[config.mk]
export PLATFORM = sky130hd
export DESIGN_NAME = note_scheduler_flat
export DESIGN_NICKNAME = d
export VERILOG_FILES = /design/src/rtl/note_pkg.sv /design/src/rtl/note_scheduler_if.sv /design/src/rtl/key_debounce.sv /design/src/rtl/note_scheduler.sv /design/src/flat_wrapper.sv
export SDC_FILE = /design/constraint.sdc
export NUM_CORES = 1
export LEC_CHECK = 0
export ABC_AREA = 1
export BUFFER_PORTS_ARGS = -buffer_cell sky130_fd_sc_hd__buf_4
export CELL_PAD_IN_SITES_DETAIL_PLACEMENT = 0
export CELL_PAD_IN_SITES_GLOBAL_PLACEMENT = 2
export CORE_MARGIN = 2
export CORE_UTILIZATION = 34
export DETAILED_ROUTE_END_ITERATION = 16
export PLACE_DENSITY = 0.85
export RECOVER_POWER = 25
export SLEW_MARGIN = 10
export SYNTH_ARGS = -nofsm -noshare
export SYNTH_HDL_FRONTEND = slang
export SYNTH_SLANG_ARGS = --single-unit
[constraint.sdc]
create_clock -name clk -period 4.6 [get_ports clk]
set_input_delay 0.46 -clock clk [delete_from_list [all_inputs] [get_ports clk]]
set_output_delay 0.46 -clock clk [all_outputs]
set_load 0.02 [all_outputs]
[src/rtl/note_pkg.sv]
// Shared note codes, sequencer states and the note-to-LED helper for note_scheduler.
package note_pkg;

  localparam logic [3:0] NOTE_REST = 4'd0;
  localparam logic [3:0] NOTE_DO   = 4'd1;
  localparam logic [3:0] NOTE_RE   = 4'd2;
  localparam logic [3:0] NOTE_MI   = 4'd3;
  localparam logic [3:0] NOTE_FA   = 4'd4;
  localparam logic [3:0] NOTE_SOL  = 4'd5;
  localparam logic [3:0] NOTE_LA   = 4'd6;
  localparam logic [3:0] NOTE_SI   = 4'd7;
  localparam logic [3:0] NOTE_END  = 4'hF;

  typedef enum logic [1:0] {IDLE, FETCH, PLAY} state_t;

  // One-hot LED for notes 1..7; rests and out-of-range codes light nothing.
  function automatic logic [7:0] note_to_led(input logic [3:0] note);
    note_to_led = 8'h00;
    if (note != NOTE_REST && note <= NOTE_SI) note_to_led[note[2:0]] = 1'b1;
  endfunction

endpackage

[src/rtl/note_scheduler_if.sv]
// Key, control, song ROM and tone-generator signals of note_scheduler.
// slave = scheduler side, master = environment (keys, controls, ROM, tone generator).
interface note_scheduler_if #(
  parameter int ADDR_W = 5
) ();
  logic [7:0]        keys;
  logic              play_start;
  logic              play_stop;
  logic [ADDR_W-1:0] song_addr;
  logic [3:0]        song_note;
  logic [3:0]        note_out;
  logic [7:0]        led_out;
  logic              src_song;
  logic              busy;

  modport master (
    output keys, play_start, play_stop, song_note,
    input  song_addr, note_out, led_out, src_song, busy
  );

  modport slave (
    input  keys, play_start, play_stop, song_note,
    output song_addr, note_out, led_out, src_song, busy
  );
endinterface

[src/rtl/key_debounce.sv]
// Decodes keys[7:1] to a note (exactly one key down, otherwise 0) and only
// accepts a new value after DEBOUNCE_CYCLES consecutive equal samples.
module key_debounce import note_pkg::*; #(
  parameter int DEBOUNCE_CYCLES = 200_000
) (
  input  logic       clk,
  input  logic       rst,
  input  logic [6:0] key_bits,
  output logic [3:0] stable_key
);

  localparam int CNT_W = $clog2(DEBOUNCE_CYCLES + 1);
  localparam logic [CNT_W-1:0] CNT_LAST = CNT_W'(DEBOUNCE_CYCLES - 1);

  logic [3:0]       dec;
  logic [3:0]       dec_q;
  logic [CNT_W-1:0] cnt;

  // Decode: one key gives its note, chords and no key give rest.
  always_comb begin
    dec = NOTE_REST;
    if ($onehot(key_bits)) begin
      for (int i = 0; i < 7; i++) begin
        if (key_bits[i]) dec = 4'(i + 1);
      end
    end
  end

  // Sample register plus stability counter; any change in the sample restarts the count.
  always_ff @(posedge clk) begin
    if (rst) begin
      dec_q      <= NOTE_REST;
      cnt        <= '0;
      stable_key <= NOTE_REST;
    end else if (dec != dec_q) begin
      dec_q <= dec;
      cnt   <= '0;
    end else if (dec_q != stable_key) begin
      if (cnt == CNT_LAST) begin
        stable_key <= dec_q;
        cnt        <= '0;
      end else begin
        cnt <= cnt + 1'b1;
      end
    end else begin
      cnt <= '0;
    end
  end

endmodule

[src/rtl/note_scheduler.sv]
// Buzzer note channel arbiter: debounced keyboard vs. song ROM sequencer.
// A held key owns the channel and freezes the beat count; releasing it resumes the song.
// Optional macro NOTE_SCHED_LOOP_EN: wrap to entry 0 after the last entry instead of stopping.
module note_scheduler import note_pkg::*; #(
  parameter int BEAT_CYCLES     = 25_000_000,
  parameter int DEBOUNCE_CYCLES = 200_000,
  parameter int SONG_LEN        = 32,
  parameter int ADDR_W          = 5
) (
  input logic              clk,
  input logic              rst,
  note_scheduler_if.slave  bus
);

  localparam int BEAT_W = $clog2(BEAT_CYCLES);
  localparam logic [BEAT_W-1:0] BEAT_LAST = BEAT_W'(BEAT_CYCLES - 1);
  localparam logic [ADDR_W-1:0] ADDR_LAST = ADDR_W'(SONG_LEN - 1);

  state_t            state, state_d;
  logic [ADDR_W-1:0] addr, addr_d;
  logic              fetch_ph, fetch_d;
  logic [BEAT_W-1:0] beat_cnt, beat_d;
  logic [3:0]        song_reg, song_d;
  logic              have_note, have_d;
  logic [3:0]        note_q, note_d;
  logic [3:0]        stable_key;
  logic              key_held;
  logic              busy;
  logic              unused_key0;

  assign unused_key0 = bus.keys[0];

  key_debounce #(.DEBOUNCE_CYCLES(DEBOUNCE_CYCLES)) u_deb (
    .clk       (clk),
    .rst       (rst),
    .key_bits  (bus.keys[7:1]),
    .stable_key(stable_key)
  );

  assign key_held = (stable_key != NOTE_REST);
  assign busy     = (state != IDLE);

  // Sequencer registers.
  always_ff @(posedge clk) begin
    if (rst) begin
      state     <= IDLE;
      addr      <= '0;
      fetch_ph  <= 1'b0;
      beat_cnt  <= '0;
      song_reg  <= NOTE_REST;
      have_note <= 1'b0;
      note_q    <= NOTE_REST;
    end else begin
      state     <= state_d;
      addr      <= addr_d;
      fetch_ph  <= fetch_d;
      beat_cnt  <= beat_d;
      song_reg  <= song_d;
      have_note <= have_d;
      note_q    <= note_d;
    end
  end

  // Next state: stop beats start; FETCH runs two cycles even under a key; PLAY beat freezes under a key.
  always_comb begin
    state_d = state;
    addr_d  = addr;
    fetch_d = fetch_ph;
    beat_d  = beat_cnt;
    song_d  = song_reg;
    have_d  = have_note;
    if (bus.play_stop) begin
      if (busy) begin
        state_d = IDLE;
        fetch_d = 1'b0;
        beat_d  = '0;
        have_d  = 1'b0;
      end
    end else if (bus.play_start) begin
      state_d = FETCH;
      addr_d  = '0;
      fetch_d = 1'b0;
      beat_d  = '0;
      have_d  = 1'b0;
    end else begin
      case (state)
        FETCH: begin
          if (!fetch_ph) begin
            fetch_d = 1'b1;
          end else begin
            fetch_d = 1'b0;
            if (bus.song_note == NOTE_END) begin
              state_d = IDLE;
            end else begin
              song_d  = (bus.song_note <= NOTE_SI) ? bus.song_note : NOTE_REST;
              have_d  = 1'b1;
              beat_d  = '0;
              state_d = PLAY;
            end
          end
        end
        PLAY: begin
          if (!key_held) begin
            if (beat_cnt == BEAT_LAST) begin
              beat_d = '0;
              if (addr == ADDR_LAST) begin
`ifdef NOTE_SCHED_LOOP_EN
                addr_d  = '0;
                state_d = FETCH;
`else
                state_d = IDLE;
`endif
              end else begin
                addr_d  = addr + 1'b1;
                state_d = FETCH;
              end
            end else begin
              beat_d = beat_cnt + 1'b1;
            end
          end
        end
        default: ;
      endcase
    end
  end

  // Channel owner: key first, then the latched song note (held through FETCH), else rest.
  always_comb begin
    note_d = NOTE_REST;
    if (key_held)               note_d = stable_key;
    else if (busy && have_note) note_d = song_reg;
  end

  assign bus.song_addr = addr;
  assign bus.note_out  = note_q;
  assign bus.led_out   = note_to_led(note_q);
  assign bus.src_song  = busy && !key_held && have_note;
  assign bus.busy      = busy;

endmodule

[src/flat_wrapper.sv]
// flat-port wrapper written by rule: the top's interface ports become plain ports
module note_scheduler_flat import note_pkg::*;
#(
  parameter int BEAT_CYCLES     = 25_000_000,
  parameter int DEBOUNCE_CYCLES = 200_000,
  parameter int SONG_LEN        = 32,
  parameter int ADDR_W          = 5
)
  (clk, rst, bus_keys, bus_play_start, bus_play_stop, bus_song_note, bus_song_addr, bus_note_out, bus_led_out, bus_src_song, bus_busy);
  note_scheduler_if #(.ADDR_W(ADDR_W)) bus_i ();
  input logic clk;
  input logic rst;
  input wire logic [$bits(bus_i.keys)-1:0] bus_keys;
  input wire logic [$bits(bus_i.play_start)-1:0] bus_play_start;
  input wire logic [$bits(bus_i.play_stop)-1:0] bus_play_stop;
  input wire logic [$bits(bus_i.song_note)-1:0] bus_song_note;
  output wire logic [$bits(bus_i.song_addr)-1:0] bus_song_addr;
  output wire logic [$bits(bus_i.note_out)-1:0] bus_note_out;
  output wire logic [$bits(bus_i.led_out)-1:0] bus_led_out;
  output wire logic [$bits(bus_i.src_song)-1:0] bus_src_song;
  output wire logic [$bits(bus_i.busy)-1:0] bus_busy;
  assign bus_i.keys = bus_keys;
  assign bus_i.play_start = bus_play_start;
  assign bus_i.play_stop = bus_play_stop;
  assign bus_i.song_note = bus_song_note;
  assign bus_song_addr = bus_i.song_addr;
  assign bus_note_out = bus_i.note_out;
  assign bus_led_out = bus_i.led_out;
  assign bus_src_song = bus_i.src_song;
  assign bus_busy = bus_i.busy;
  note_scheduler #(.BEAT_CYCLES(BEAT_CYCLES), .DEBOUNCE_CYCLES(DEBOUNCE_CYCLES), .SONG_LEN(SONG_LEN), .ADDR_W(ADDR_W)) u_core (.clk(clk), .rst(rst), .bus(bus_i));
endmodule
Word level (Yosys, flattened, before mapping):

Index checks and enable logic that the tools add are counted.

* $add $sub $neg: 9
* magnitude comparators: 4
* equal/unequal tests: 17
* multiplexer cells: 46
* bitwise gates (word level): 5
* reductions and logical operators: 22

Operators with widths (number)
* $mux W25: 7
* $pmux W25 S2: 1
* $mux W4: 10
* $add A25 B1 Y25 const B: 1
* $eq A25 B25 Y1 const B: 1
* $mux W5: 5
* $reduce_and A5 Y1: 4
* $add A18 B1 Y18 const B: 1
* $eq A18 B18 Y1 const B: 1
* $mux W2: 7
* $mux W1: 13
* $reduce_bool A4 Y1: 3
* $le A4 B3 Y1 const B: 2
* $mux W8: 1
* $ne A4 B3 Y1 const B: 2
* $ne A4 B4 Y1: 2
* $ne A4 B4 Y1 const B: 2
* $add A1 B1 Y2: 3
* $reduce_bool A2 Y1: 3
* $reduce_bool A3 Y1: 2
* $add A5 B1 Y5 const B: 1
* $eq A5 B5 Y1 const B: 1
* $logic_and A1 B1 Y1: 5
* $not A1 Y1: 5
* 19 further kinds: 20

* flip-flop bits (word level): 68
* input bits: 16
* output and inout port bits: 19

Logic depth before layout (Yosys ltp):

* depth after elaboration: 11
* depth in mapped cells: 20
* gate-level depth less buffers: 20

Modules after synthesis:

A second synthesis with hierarchy kept.

* cell total of the unflattened synthesis: 569
* area total of the unflattened synthesis: 3872.5 um^2

Modules (own cells, without submodules)
* note_scheduler: instances 1, cells an instance 381, area each 2409.8 um^2, sequential area each 840.8 um^2
* key_debounce: instances 1, cells an instance 188, area each 1462.7 um^2, sequential area each 480.5 um^2

Worst setup path after synthesis:

No wires, ideal clock.

* path kind: input to register
* from: in bus_keys[2]
* to: reg u_core.u_deb.cnt[6]
* library setup time: 0.062 ns
* arrival: 3.372 ns
* data required time: 4.538 ns
* setup slack: 1.167 ns
* stages on the path: 19
* cell sequence: inv_1 -> ha_1 -> fa_1 -> fa_1 -> inv_1 -> ha_1 -> fa_1 -> inv_1 -> nand2_1 -> nor2_1 -> nand3_1 -> nand2_1 -> nand2_1 -> nor2_2 -> nand4_1 -> nor2_2 -> inv_2 -> buf_6 -> nor2_2

* cells in the longest elaborated chain, start to end: 9
* elaborated cells on any way between the ends: 13

Ends and longest elaborated chain
* start, declared: RTL line flat_wrapper.sv:13 `input wire logic [$bits(bus_i.keys)-1:0] bus_keys;`
* branches (longest 6 deep; another with $add A3 B2 Y3)
* $mux W4 (*): RTL line key_debounce.sv:22 `if ($onehot(key_bits)) begin`
* $ne A4 B4 Y1 (*): RTL line key_debounce.sv:35 `end else if (dec != dec_q) begin`
* $reduce_or A4 Y1 (no source line) (*)
* end signal, assigned: RTL line key_debounce.sv:43 `cnt <= cnt + 1'b1;`
* end, declared: RTL line key_debounce.sv:17 `logic [CNT_W-1:0] cnt;`

Mark *: on every way between the ends.
A chain may end at the register's enable or synchronous reset.

Worst setup path after layout:

* from: in bus_keys[1]
* to: reg u_core.u_deb.cnt[9]

* cells in the longest elaborated chain, start to end: 10
* elaborated cells on any way between the ends: 14

Ends and longest elaborated chain (RTL line)
* branches (longest 7 deep; another with $add A3 B2 Y3)
* $mux W4 (*): key_debounce.sv:22
* $ne A4 B4 Y1 (*): key_debounce.sv:35
* $reduce_or A4 Y1 (no source line) (*)

Marked as above.

==> metrics <==
status=finished, final reports clean; cell mode on critical path=nand2_1; DIE HEIGHT=110 um; post-synthesis adder-cell area fraction=slightly above 5%; CP max stage delay=roughly 0.5 ns; RSZ-0062 raised after global routing=no; initial antenna violation count=0; Final Core Density=roughly two fifths; die width=around 110 um; max-cap check violation count=0; WHS Endpoint=u_core.song_reg[1]; cts hold-fix bufs=0; wire per inst=between 10 and 15 um; synthesized net count=approximately 570; ratio of cells with drive above 1 in the final layout=about 18%; peak supply drop=0.000224 V; compound-cell area share of the yosys netlist=a little over 8%; most frequent cells after synthesis=106 x nand2_1, 77 x inv_1, 75 x nor2_1; Reg2Reg Setup Slack=approximately 2.6 ns; Non-Filler Instances=717; Skew-Pair Late Insertion Delay=0.36 ns; dpl cells=between 700 and 800; number of diodes=0; xor-xnor portion of the synthesized cell area=2.53%; Tot GR Track Use=15.2%; post-route setup TNS=0 ns; fin crit share=74.6%; Slowest cell on crit path=fa_1; Yosys top cell area share=between 30% and 40%; CTS tree=built; DR vias=between 3000 and 4000; I/O Pins=35; cells on worst reg2reg path=12; Placer Congestion=~0.77; post-synthesis sequential area ratio=roughly a third; clk buf depth=2; ys async rst share=0%; final wirelength=between 8000 and 9000 um; Layout Skew=approximately 0.010 ns; core box area=10900 um2; first-pass GRT wire length=14500 um; vias in the first global route=3272; Crit path depth=18; family with the most delay on the worst path=adder cells; Primary FF master, synth=dfxtp_1; post-synthesis average cell area=between 7 and 8 um2; library cells used by synthesis=between 40 and 50; total die area=between 10000 and 15000 um2; DRT Pass-1 Iters=4; clk sinks=66; Worst R2R Start=u_core.state[0]; H-tree levels=3; fin worst setup slack=about 1.2 ns; fmax=0.291 GHz; Initial Util=a little over a third; CTS buffer count=9; crit-path cells=buf_4 -> ha_1 -> fa_1 -> fa_1 -> inv_1 -> ha_1 -> fa_1 -> inv_1 -> nand2_1 -> nor2_4 -> nand2_1 -> nand2_1 -> nand2_1 -> nor2_2 -> nand4_1 -> nor2_2 -> inv_2 -> nor3_1; largest net degree at the start of global routing=18; Min-Delay Path Depth=3; port bufs=32; crit path capture type=register; Yosys reg bits=66; CTS clk-pin slew, worst paths=around 0.08 ns; synth top area cells=dfxtp_1 35%, nand2_1 10%, inv_1 7.6%; GR Overflow Total=0; Slew Viols, Final=0; P per Cell Area=around 320 nW/um2; final worst path period need=about 3.4 ns; DR iter-0 viols=between 100 and 150; top-count cell post-synth=nand2_1; Final ANT Viol Nets=0; startpoint of the worst hold path=bus_song_note[1]; # setup viols final=0; Layout area overhead=14.2%; total power=approximately 1.4 mW; cells after synthesis=between 500 and 600; pre-CTS setup slack=about 0.76 ns; post-CTS sizing=0; Worst Path Arrival=between 3 and 4 ns; Worst EP required=about 5 ns; CP Max Fanout=17; Fin. Hold Viols=0; Bufs and invs on worst path=4; number of flip-flops in the largest register=25; nets=602; critical path type=in -> reg; largest family of logic cells by synthesized area=simple AND/OR/NAND/NOR gates; Post-CTS Setup Inserts=0; DRC=0; Static Leak=about 1.7 nW; Post-synth EDFFs=0; Startpoint Class=input pin; post-route cell area=around 4300 um2; post-DP HPWL=approximately 6300 um; CTS root buffer=clkbuf_8; Mapped Area=3810 um2; DP Area=about 4200 um2; vias per cell=~4.7; multiplexer share of the synthesized area=0%; largest register by flop count=u_core.beat_cnt; capturing point of the worst reg2reg path=u_core.beat_cnt[8]; YS warnings=0; Worst Hold Class=in -> reg; Synth Area in Simple Gates=around two fifths; cell row count=38; Synth area leader=dfxtp_1; Hold WS=0.396 ns; start point of the critical path=bus_keys[1]
area by class of cell:
class	count	area, um2
clock buffer	9	124
clock inverter	7	93.8
fill	1200	6540
inverter	83	318
multi-input combinational	380	2120
sequential	66	1320
tap	140	175
timing repair buffer	32	199
worst register-to-register path, delay by kind of cell, from the launching register on:
family | cells | cell delay [ns]
DFF | 1 | 0.33
AOI/OAI and AO/OA | 2 | 0.24
adders and majority gates | 1 | 0.24
and+or+nand+nor | 6 | 0.75
buffers and inverters | 3 | 0.46
cell usage in the layout (no fill, tap or decap), types with 11 or more instances in the layout:
master	count
nand2_1	106
inv_1	77
nor2_1	75
dfxtp_1	66
nand3_1	30
a21oi_1	24
nor2_2	22
buf_4	21
nor3_1	16
ha_1	11
clkbuf_1	11
logic make-up after synthesis:
family / Yosys count
and+or+nand+nor: 303
buffers and inverters: 90
DFF: 66
AOI/OAI and AO/OA: 51
adders and majority gates: 14
xor gates and xnor gates: 11
other: 1
power breakdown:
group,switching [mW],internal (mW)
Clock,0.240,0.304
Sequential,0.0129,0.585
Combinational,0.169,0.0834
routing by layer:
layer	vias to the layer above	track usage (%)	wire (um)
li1	1770	-	-
met3	7	4.62	281
met5	-	0	0
met4	0	4.70	65
met1	1521	17.5	3830
met2	38	27.0	3970
how the worst max path moves through the flow:
stage	end	slack [ns]
final	u_core.u_deb.cnt[9]	1.17
after global placement	u_core.u_deb.cnt[15]	0.84
after global routing	u_core.u_deb.cnt[15]	0.83
after detailed placement	u_core.u_deb.cnt[13]	0.76
after CTS	u_core.u_deb.cnt[9]	1.15
after floorplan	u_core.u_deb.cnt[6]	1.17
No activity file was read; power rests on OpenSTA's default activity.
